$ cat config.mk
export PLATFORM = sky130hd
export DESIGN_NAME = bus_timeout_ctrl
export DESIGN_NICKNAME = d
export VERILOG_FILES = /design/src/rtl/bus_timeout_pkg.sv /design/src/rtl/bus_timeout_counter.sv /design/src/rtl/bus_timeout_ctrl.sv
export SDC_FILE = /design/constraint.sdc
export NUM_CORES = 1
export LEC_CHECK = 0
export ABC_AREA = 0
export BUFFER_PORTS_ARGS = -buffer_cell sky130_fd_sc_hd__clkbuf_2
export CORE_UTILIZATION = 40
export DETAILED_ROUTE_END_ITERATION = 8
export PLACE_DENSITY_LB_ADDON = 0.12
export SYNTH_ARGS = -nofsm -noshare
export SYNTH_HDL_FRONTEND = slang
export SYNTH_SLANG_ARGS = --single-unit
$ cat constraint.sdc
create_clock -name clk_i -period 9.8 [get_ports clk_i]
set_input_delay 1.47 -clock clk_i [delete_from_list [all_inputs] [get_ports clk_i]]
set_output_delay 1.47 -clock clk_i [all_outputs]
set_load 0.02 [all_outputs]
$ cat src/rtl/bus_timeout_pkg.sv
// Shared types and constants for the single-outstanding bus timeout controller.
package bus_timeout_pkg;

  localparam int unsigned ERR_CNT_W = 8;
  localparam logic [ERR_CNT_W-1:0] ERR_CNT_MAX = {ERR_CNT_W{1'b1}};

  typedef enum logic [1:0] {
    IDLE = 2'd0,
    ADDR = 2'd1,
    DATA = 2'd2,
    ERR  = 2'd3
  } state_e;

  typedef enum logic {
    PH_ADDR = 1'b0,
    PH_DATA = 1'b1
  } phase_e;

endpackage

$ cat src/rtl/bus_timeout_counter.sv
// Phase wait counter: flags expiry in the limit-th waiting cycle of a phase.
// r_cnt holds the waiting cycles already elapsed; the current cycle is r_cnt+1.
module bus_timeout_counter #(
  parameter int unsigned CNT_WIDTH = 16
) (
  input  logic                 clk_i,
  input  logic                 rst_i,
  input  logic                 i_clear,
  input  logic                 i_enable,
  input  logic [CNT_WIDTH-1:0] i_limit,
  output logic                 o_expired_c
);

  logic [CNT_WIDTH-1:0] r_cnt;
  logic [CNT_WIDTH-1:0] w_cnt_cur;

  assign w_cnt_cur   = r_cnt + CNT_WIDTH'(1);
  assign o_expired_c = i_enable && (i_limit != '0) && (w_cnt_cur == i_limit);

  // Stops at the limit so the count never wraps, even with limit 0.
  always_ff @(posedge clk_i or posedge rst_i) begin
    if (rst_i) begin
      r_cnt <= '0;
    end else if (i_clear || !i_enable) begin
      r_cnt <= '0;
    end else if (w_cnt_cur != i_limit) begin
      r_cnt <= w_cnt_cur;
    end
  end

endmodule

$ cat src/rtl/bus_timeout_ctrl.sv
// Single-outstanding bus passthrough that times address and data phases,
// answers the master with an error on timeout and drains the late response.
module bus_timeout_ctrl
  import bus_timeout_pkg::*;
#(
  parameter int unsigned BUS_WIDTH = 32,
  parameter int unsigned CNT_WIDTH = 16
) (
  input  logic                 clk_i,
  input  logic                 rst_i,
  input  logic                 cfg_enable_i,
  input  logic [CNT_WIDTH-1:0] cfg_limit_i,
  input  logic                 cfg_irq_clr_i,
  input  logic                 cfg_flush_i,
  input  logic                 m_req_i,
  input  logic [BUS_WIDTH-1:0] m_addr_i,
  output logic                 m_gnt_o,
  output logic                 m_rvalid_o,
  output logic                 m_err_o,
  output logic                 s_req_o,
  output logic [BUS_WIDTH-1:0] s_addr_o,
  input  logic                 s_gnt_i,
  input  logic                 s_rvalid_i,
  output logic                 timeout_irq_o,
  output logic [BUS_WIDTH-1:0] fault_addr_o,
  output logic                 fault_phase_o,
  output logic [ERR_CNT_W-1:0] err_cnt_o,
  output logic                 busy_o
);

  state_e                 r_state;
  state_e                 w_state_nxt;
  logic                   r_stale;
  logic [CNT_WIDTH-1:0]   r_lim;
  logic [BUS_WIDTH-1:0]   r_addr;
  logic                   r_irq;
  logic [BUS_WIDTH-1:0]   r_fault_addr;
  phase_e                 r_fault_phase;
  logic [ERR_CNT_W-1:0]   r_err_cnt;

  logic                   w_s_req;
  logic                   w_m_gnt;
  logic                   w_m_rvalid;
  logic                   w_m_err;
  logic                   w_capture;
  logic                   w_cnt_clr;
  logic                   w_expired;
  logic                   w_err_enter;
  phase_e                 w_err_phase;

  bus_timeout_counter #(
    .CNT_WIDTH (CNT_WIDTH)
  ) u_counter (
    .clk_i       (clk_i),
    .rst_i       (rst_i),
    .i_clear     (w_cnt_clr),
    .i_enable    (cfg_enable_i),
    .i_limit     (r_lim),
    .o_expired_c (w_expired)
  );

  // Next state and the combinational passthrough paths.
  always_comb begin
    w_state_nxt = r_state;
    w_s_req     = 1'b0;
    w_m_gnt     = 1'b0;
    w_m_rvalid  = 1'b0;
    w_m_err     = 1'b0;
    w_capture   = 1'b0;
    w_cnt_clr   = 1'b1;
    w_err_enter = 1'b0;
    w_err_phase = PH_ADDR;
    case (r_state)
      IDLE: begin
        if (!r_stale) begin
          w_s_req = m_req_i;
          w_m_gnt = m_req_i & s_gnt_i;
          if (m_req_i) begin
            w_capture   = 1'b1;
            w_state_nxt = s_gnt_i ? DATA : ADDR;
          end
        end
      end
      ADDR: begin
        w_s_req = m_req_i;
        w_m_gnt = m_req_i & s_gnt_i;
        if (m_req_i && s_gnt_i) begin
          w_state_nxt = DATA;
        end else if (!m_req_i) begin
          w_state_nxt = IDLE;
        end else begin
          w_cnt_clr = 1'b0;
          if (w_expired) begin
            w_state_nxt = ERR;
            w_err_enter = 1'b1;
            w_err_phase = PH_ADDR;
          end
        end
      end
      DATA: begin
        w_m_rvalid = s_rvalid_i;
        if (s_rvalid_i) begin
          w_state_nxt = IDLE;
        end else begin
          w_cnt_clr = 1'b0;
          if (w_expired) begin
            w_state_nxt = ERR;
            w_err_enter = 1'b1;
            w_err_phase = PH_DATA;
          end
        end
      end
      ERR: begin
        w_m_rvalid  = 1'b1;
        w_m_err     = 1'b1;
        w_m_gnt     = (r_fault_phase == PH_ADDR);
        w_state_nxt = IDLE;
      end
      default: w_state_nxt = IDLE;
    endcase
  end

  always_ff @(posedge clk_i or posedge rst_i) begin
    if (rst_i) begin
      r_state <= IDLE;
    end else begin
      r_state <= w_state_nxt;
    end
  end

  // Transaction capture, quarantine and fault reporting.
  always_ff @(posedge clk_i or posedge rst_i) begin
    if (rst_i) begin
      r_lim         <= '0;
      r_addr        <= '0;
      r_stale       <= 1'b0;
      r_irq         <= 1'b0;
      r_fault_addr  <= '0;
      r_fault_phase <= PH_ADDR;
      r_err_cnt     <= '0;
    end else begin
      if (w_capture) begin
        r_lim  <= cfg_limit_i;
        r_addr <= m_addr_i;
      end
      if (w_err_enter && (w_err_phase == PH_DATA)) begin
        r_stale <= 1'b1;
      end else if (s_rvalid_i || cfg_flush_i) begin
        r_stale <= 1'b0;
      end
      if (w_err_enter) begin
        r_irq         <= 1'b1;
        r_fault_addr  <= r_addr;
        r_fault_phase <= w_err_phase;
        if (r_err_cnt != ERR_CNT_MAX) begin
          r_err_cnt <= r_err_cnt + ERR_CNT_W'(1);
        end
      end else if (cfg_irq_clr_i) begin
        r_irq <= 1'b0;
      end
    end
  end

  assign s_req_o       = w_s_req;
  assign s_addr_o      = m_addr_i;
  assign m_gnt_o       = w_m_gnt;
  assign m_rvalid_o    = w_m_rvalid;
  assign m_err_o       = w_m_err;
  assign timeout_irq_o = r_irq;
  assign fault_addr_o  = r_fault_addr;
  assign fault_phase_o = r_fault_phase;
  assign err_cnt_o     = r_err_cnt;
  assign busy_o        = (r_state != IDLE) || r_stale;

endmodule

After elaboration in Yosys (flattened, before gate mapping)
Index checks and enable logic that the tools add are counted.
{"block": "word_totals", "register_bits": 109, "inputBits": 56, "out_inout_bits": 79, "elab_cells": 70}
{"block": "op_classes", "addsub": 2, "eq_ne": 8, "mux": 33, "n_bitwise": 2, "reduce_logical": 16}
{"operator": "2-to-1 mux 16 bit", "count": 2}
{"operator": "2-to-1 mux 1 bit", "count": 18}
{"operator": "adder 16 x 1 -> 16 bit (second input constant)", "count": 1}
{"operator": "equality test 16 bit", "count": 1}
{"operator": "!= test 16 bit", "count": 1}
{"operator": "nonzero test 16 bit", "count": 1}
{"operator": "2-to-1 mux 2 bit", "count": 7}
{"operator": "adder 8 x 1 -> 8 bit (second input constant)", "count": 1}
{"operator": "!= test 8 bit (second input constant)", "count": 1}
{"operator": "one-hot mux 1 bit (2 select lines)", "count": 4}
{"operator": "one-hot mux 2 bit (4 select lines)", "count": 1}
{"operator": "nonzero test 2 bit", "count": 4}
{"operator": "equality test 2 bit (second input constant)", "count": 2}
{"operator": "logical AND 1 bit", "count": 4}
{"operator": "!= test 2 bit (second input constant)", "count": 2}
{"operator": "AND reduction 2 bit", "count": 2}
{"operator": "logical OR 1 bit", "count": 3}
{"operator": "one-hot mux 1 bit (3 select lines)", "count": 1}
{"operator": "equality test 2 x 1 -> 1 bit (second input constant)", "count": 1}
{"operator": "logical NOT 2 bit", "count": 1}
{"operator": "AND 1 bit", "count": 1}
{"operator": "logical NOT 1 bit", "count": 1}
{"operator": "inverter 1 bit", "count": 1}

Logic depth before layout (Yosys ltp)
{"block": "logic_depth", "word_depth": 9, "depth_mapped": 11}

By module
From an unflattened synthesis, not the netlist that was laid out.
{"block": "hier_totals", "hier_cells": 450, "hier_area_um2": 5418.9}
{"module": "bus_timeout_ctrl", "instances": 1, "cells_each": 279, "area_per_inst_um2": 4006.3, "seq_area_each_um2": 2327.2}
{"module": "bus_timeout_counter", "instances": 1, "cells_each": 171, "area_per_inst_um2": 1412.6, "seq_area_each_um2": 400.4}

Worst setup path after synthesis
Ideal clock, no wire load.
{"block": "synth_path", "path_kind": "input-to-output", "start": "input port m_req_i", "end": "output port m_gnt_o", "arrival_ns": 2.424, "required_time_ns": 8.330, "path_slack_ns": 5.906, "path_stages": 5, "cell_sequence": "nor2b_1 nand2_1 nand2_1 a21oi_1 nor2_1"}
{"block": "synth_between", "elab_chain_len": 3}
{"item": "start, declared", "line": "bus_timeout_ctrl.sv:15", "text": "input logic m_req_i,"}
{"item": "AND 1 bit (*)", "line": "bus_timeout_ctrl.sv:77, bus_timeout_ctrl.sv:86"}
{"item": "2-to-1 mux 1 bit", "line": "bus_timeout_ctrl.sv:75", "text": "if (!r_stale) begin"}
{"item": "one-hot mux 1 bit (3 select lines) (*)", "line": "bus_timeout_ctrl.sv:73", "text": "case (r_state)"}
{"item": "end, declared", "line": "bus_timeout_ctrl.sv:17", "text": "output logic m_gnt_o,"}
Every way passes the cells marked *; elsewhere a longest branch is shown, timed or not.

Worst setup path after layout
Ends and elaborated chain as after synthesis.

==> run metrics <==
CTS Buffer Depth=2; worst min path class=reg2reg; quantity of I/O buffers inserted on ports=134; Antenna diodes=0; Rel. slew slack=30.74%; RSZ-0062 raised after global routing=false; Final Hold Fails=0; initial antenna violation count=0; largest net degree at the start of global routing=85; Reg2Reg Launch Point=u_counter.r_cnt[0]; 1st-pass router iterations=6; core area=0.01388 sq mm; clock sink count=109; critical path arrival=2950 ps; cts bufs inserted=9; residual DRC count=0; most frequent cells in the layout=clkbuf_2 (134), dfrtp_1 (109), mux2_2 (82); period utilization=45.15%; WL/cell=15.65 microns; final instance area=0.006571 sq mm; die width=121.1 microns; worst r2r path cells=10; Final #Nets=648; post-cts resize count=0; hold endpoint=fault_addr_o[24]; clk slew on worst S/H paths=80 ps; Final Hold Slack=501.8 ps; routed wire length=12070 microns; crit path max fanout=51; vias per cell=5.182; Cell Area, Synth=0.005673 sq mm; overall die height=121.1 microns; clk_skew=7.349 ps; syn nets=552; postcts setup bufs=0; total track usage=17.79%; Final Max Slew Viols=0; final design utilization=47.34%; I/O pin count=135; Layout area overhead=15.84%; synthesis-stage register bit count=109; layout cell share with drive strength beyond 1=43.15%; Routability Congestion=0.8476; vias in the first global route=3958; outcome=finished, final reports clean; GR Overflow Total=0; most common cell after layout, fill and taps aside=clkbuf_2; prevailing post-synth register cell=dfrtp_1; hold wc startpoint=r_addr[24]; Avg Cell Area, Syn=11.58 sq um; Clk Latency, worst-skew pair=350 ps; Post-DRT Antenna Nets=0; setup violators final=0; vias=3995; CTS root buffer=clkbuf_16; hold buffer count at CTS=0; CTS HTree Levels=3; type of the worst setup path=in2out; max cap viols=0; Max rail drop VDD=0.1334 mV; site row count=43; sequential element share of the synthesized area=48.08%; Worst Tran Pin Value=1039 ps; Required @ worst endpoint=8330 ps; Post-DP Area=0.006248 sq mm; initial DRC count=189; dpl hpwl=8671 microns; cells after synthesis=490; power per standard cell area=215.4 mW/mm^2; worst r2r dst=err_cnt_o[1]; Max Freq=226.0 MHz; Tmin final=4425 ps; Post-synth EDFFs=0; Worst Hold Depth=1; ys async rst share=100.0%; DIE AREA=0.01466 sq mm; first-pass GRT wire length=20200 microns; Critical Path Source Type=input pin; YS warnings=0; Critical Path End Type=output pin; Final TNS setup=0 ps; count of cell types in the netlist=67; leakage dissipation=3.193 nW; CTS tree=built; initial core utilization=40.87%; R2R Setup Slk=5950 ps
==> metal layers <==
metal	GRT usage (%)	vias to the layer above	share of wire, %
li1	-	1917	-
met1	22.07	1963	44
met2	29.82	105	49
met3	5.592	10	6.1
met4	4.707	0	1.1
met5	0	-	0
==> cells by family (layout without fill, tap and decap cells) <==
kind of cell	after synthesis	after routing	share of synthesized area, %
buf+inv	67	168	7.190
compound gates	62	62	7.808
xor+xnor	26	26	4.014
mux	90	90	17.69
fa+ha+maj	6	6	1.323
flops	109	109	48.08
simple gates	130	130	13.90
==> worst max path at each step <==
stage	from	slack, ps	cells after the start	end
2_1_floorplan	rst_i	5460	1	err_cnt_o[0]
3_3_place_gp	m_req_i	5330	8	m_gnt_o
3_5_place_dp	m_req_i	5310	8	m_gnt_o
4_1_cts	m_req_i	5300	8	m_gnt_o
5_1_grt	m_req_i	5230	8	m_gnt_o
6_report	m_req_i	5380	8	m_gnt_o
==> area by class of cell <==
| type | instances | area [sq um] |
|---|---|---|
| Multi-Input combinational cell | 314 | 2540 |
| Timing Repair Buffer | 138 | 700.7 |
| Sequential cell | 109 | 2728 |
| Clock inverter | 6 | 83.83 |
| Clock buffer | 10 | 239.0 |
| Fill cell | 1298 | 7310 |
| Inverter | 14 | 55.05 |
| Tap cell | 180 | 225.2 |
==> metrics by stage <==
| step | setup slack (ps) | instances | total power, W |
|---|---|---|---|
| 2_1_floorplan | 5456 | 490 | 0.0009393 |
| 3_3_place_gp | 5325 | 755 | 0.001026 |
| 3_5_place_dp | 5315 | 755 | 0.001043 |
| 4_1_cts | 5303 | 771 | 0.001438 |
| 5_1_grt | 5231 | 771 | 0.001506 |
| 6_report | 5375 | 771 | 0.001415 |
==> registers in the layout (all words and copies together) (netlist names) <==
| signal | count |
|---|---|
| timeout_irq_o | 1 |
| u_counter.r_cnt | 16 |
| r_state | 2 |
| fault_addr_o | 32 |
| fault_phase_o | 1 |
| r_addr | 32 |
| err_cnt_o | 8 |
| r_lim | 16 |
| r_stale | 1 |
==> power breakdown <==
group,internal (W),switching (W)
Combinational,0.000193,0.000187
Sequential,0.000555,0.0000909
Clock,0.000212,0.000177
Total,0.000960,0.000455
==> worst max-delay path, stage by stage <==
cell,delay (ps)
clkbuf_2,100
nor2b_1,170
nand2_2,80
buf_4,510
nand2_1,210
a21oi_1,190
nor2_1,60
clkbuf_2,150
==> Yosys cell counts (3+ instances only) <==
cell type    n  area, sq um
a21o_1       3        22.52
clkbuf_1     3        11.26
mux2_2      82        923.4
ha_1         6        75.07
nand4_1      7        43.79
nand2b_1     6        37.54
and2_1       8        50.05
nand2_1     30        112.6
buf_2        8        40.04
nor3b_1      3        22.52
nor4_1       6        37.54
nand3_1     13        65.06
xnor2_1     13        113.9
nor2b_1     11        68.82
a211oi_1     3        22.52
mux2i_1      8        80.08
o21a_1       3        22.52
nor2_1      15        56.30
dfrtp_1    109         2728
inv_1       14        52.55
nor3_1       6        30.03
o21ai_0     10        50.05
buf_4       35        262.8
a21oi_1     13        65.06
a31oi_1      4        25.02
buf_1        5        18.77
xor2_1      13        113.9
Power figures use the tool's default switching activity.
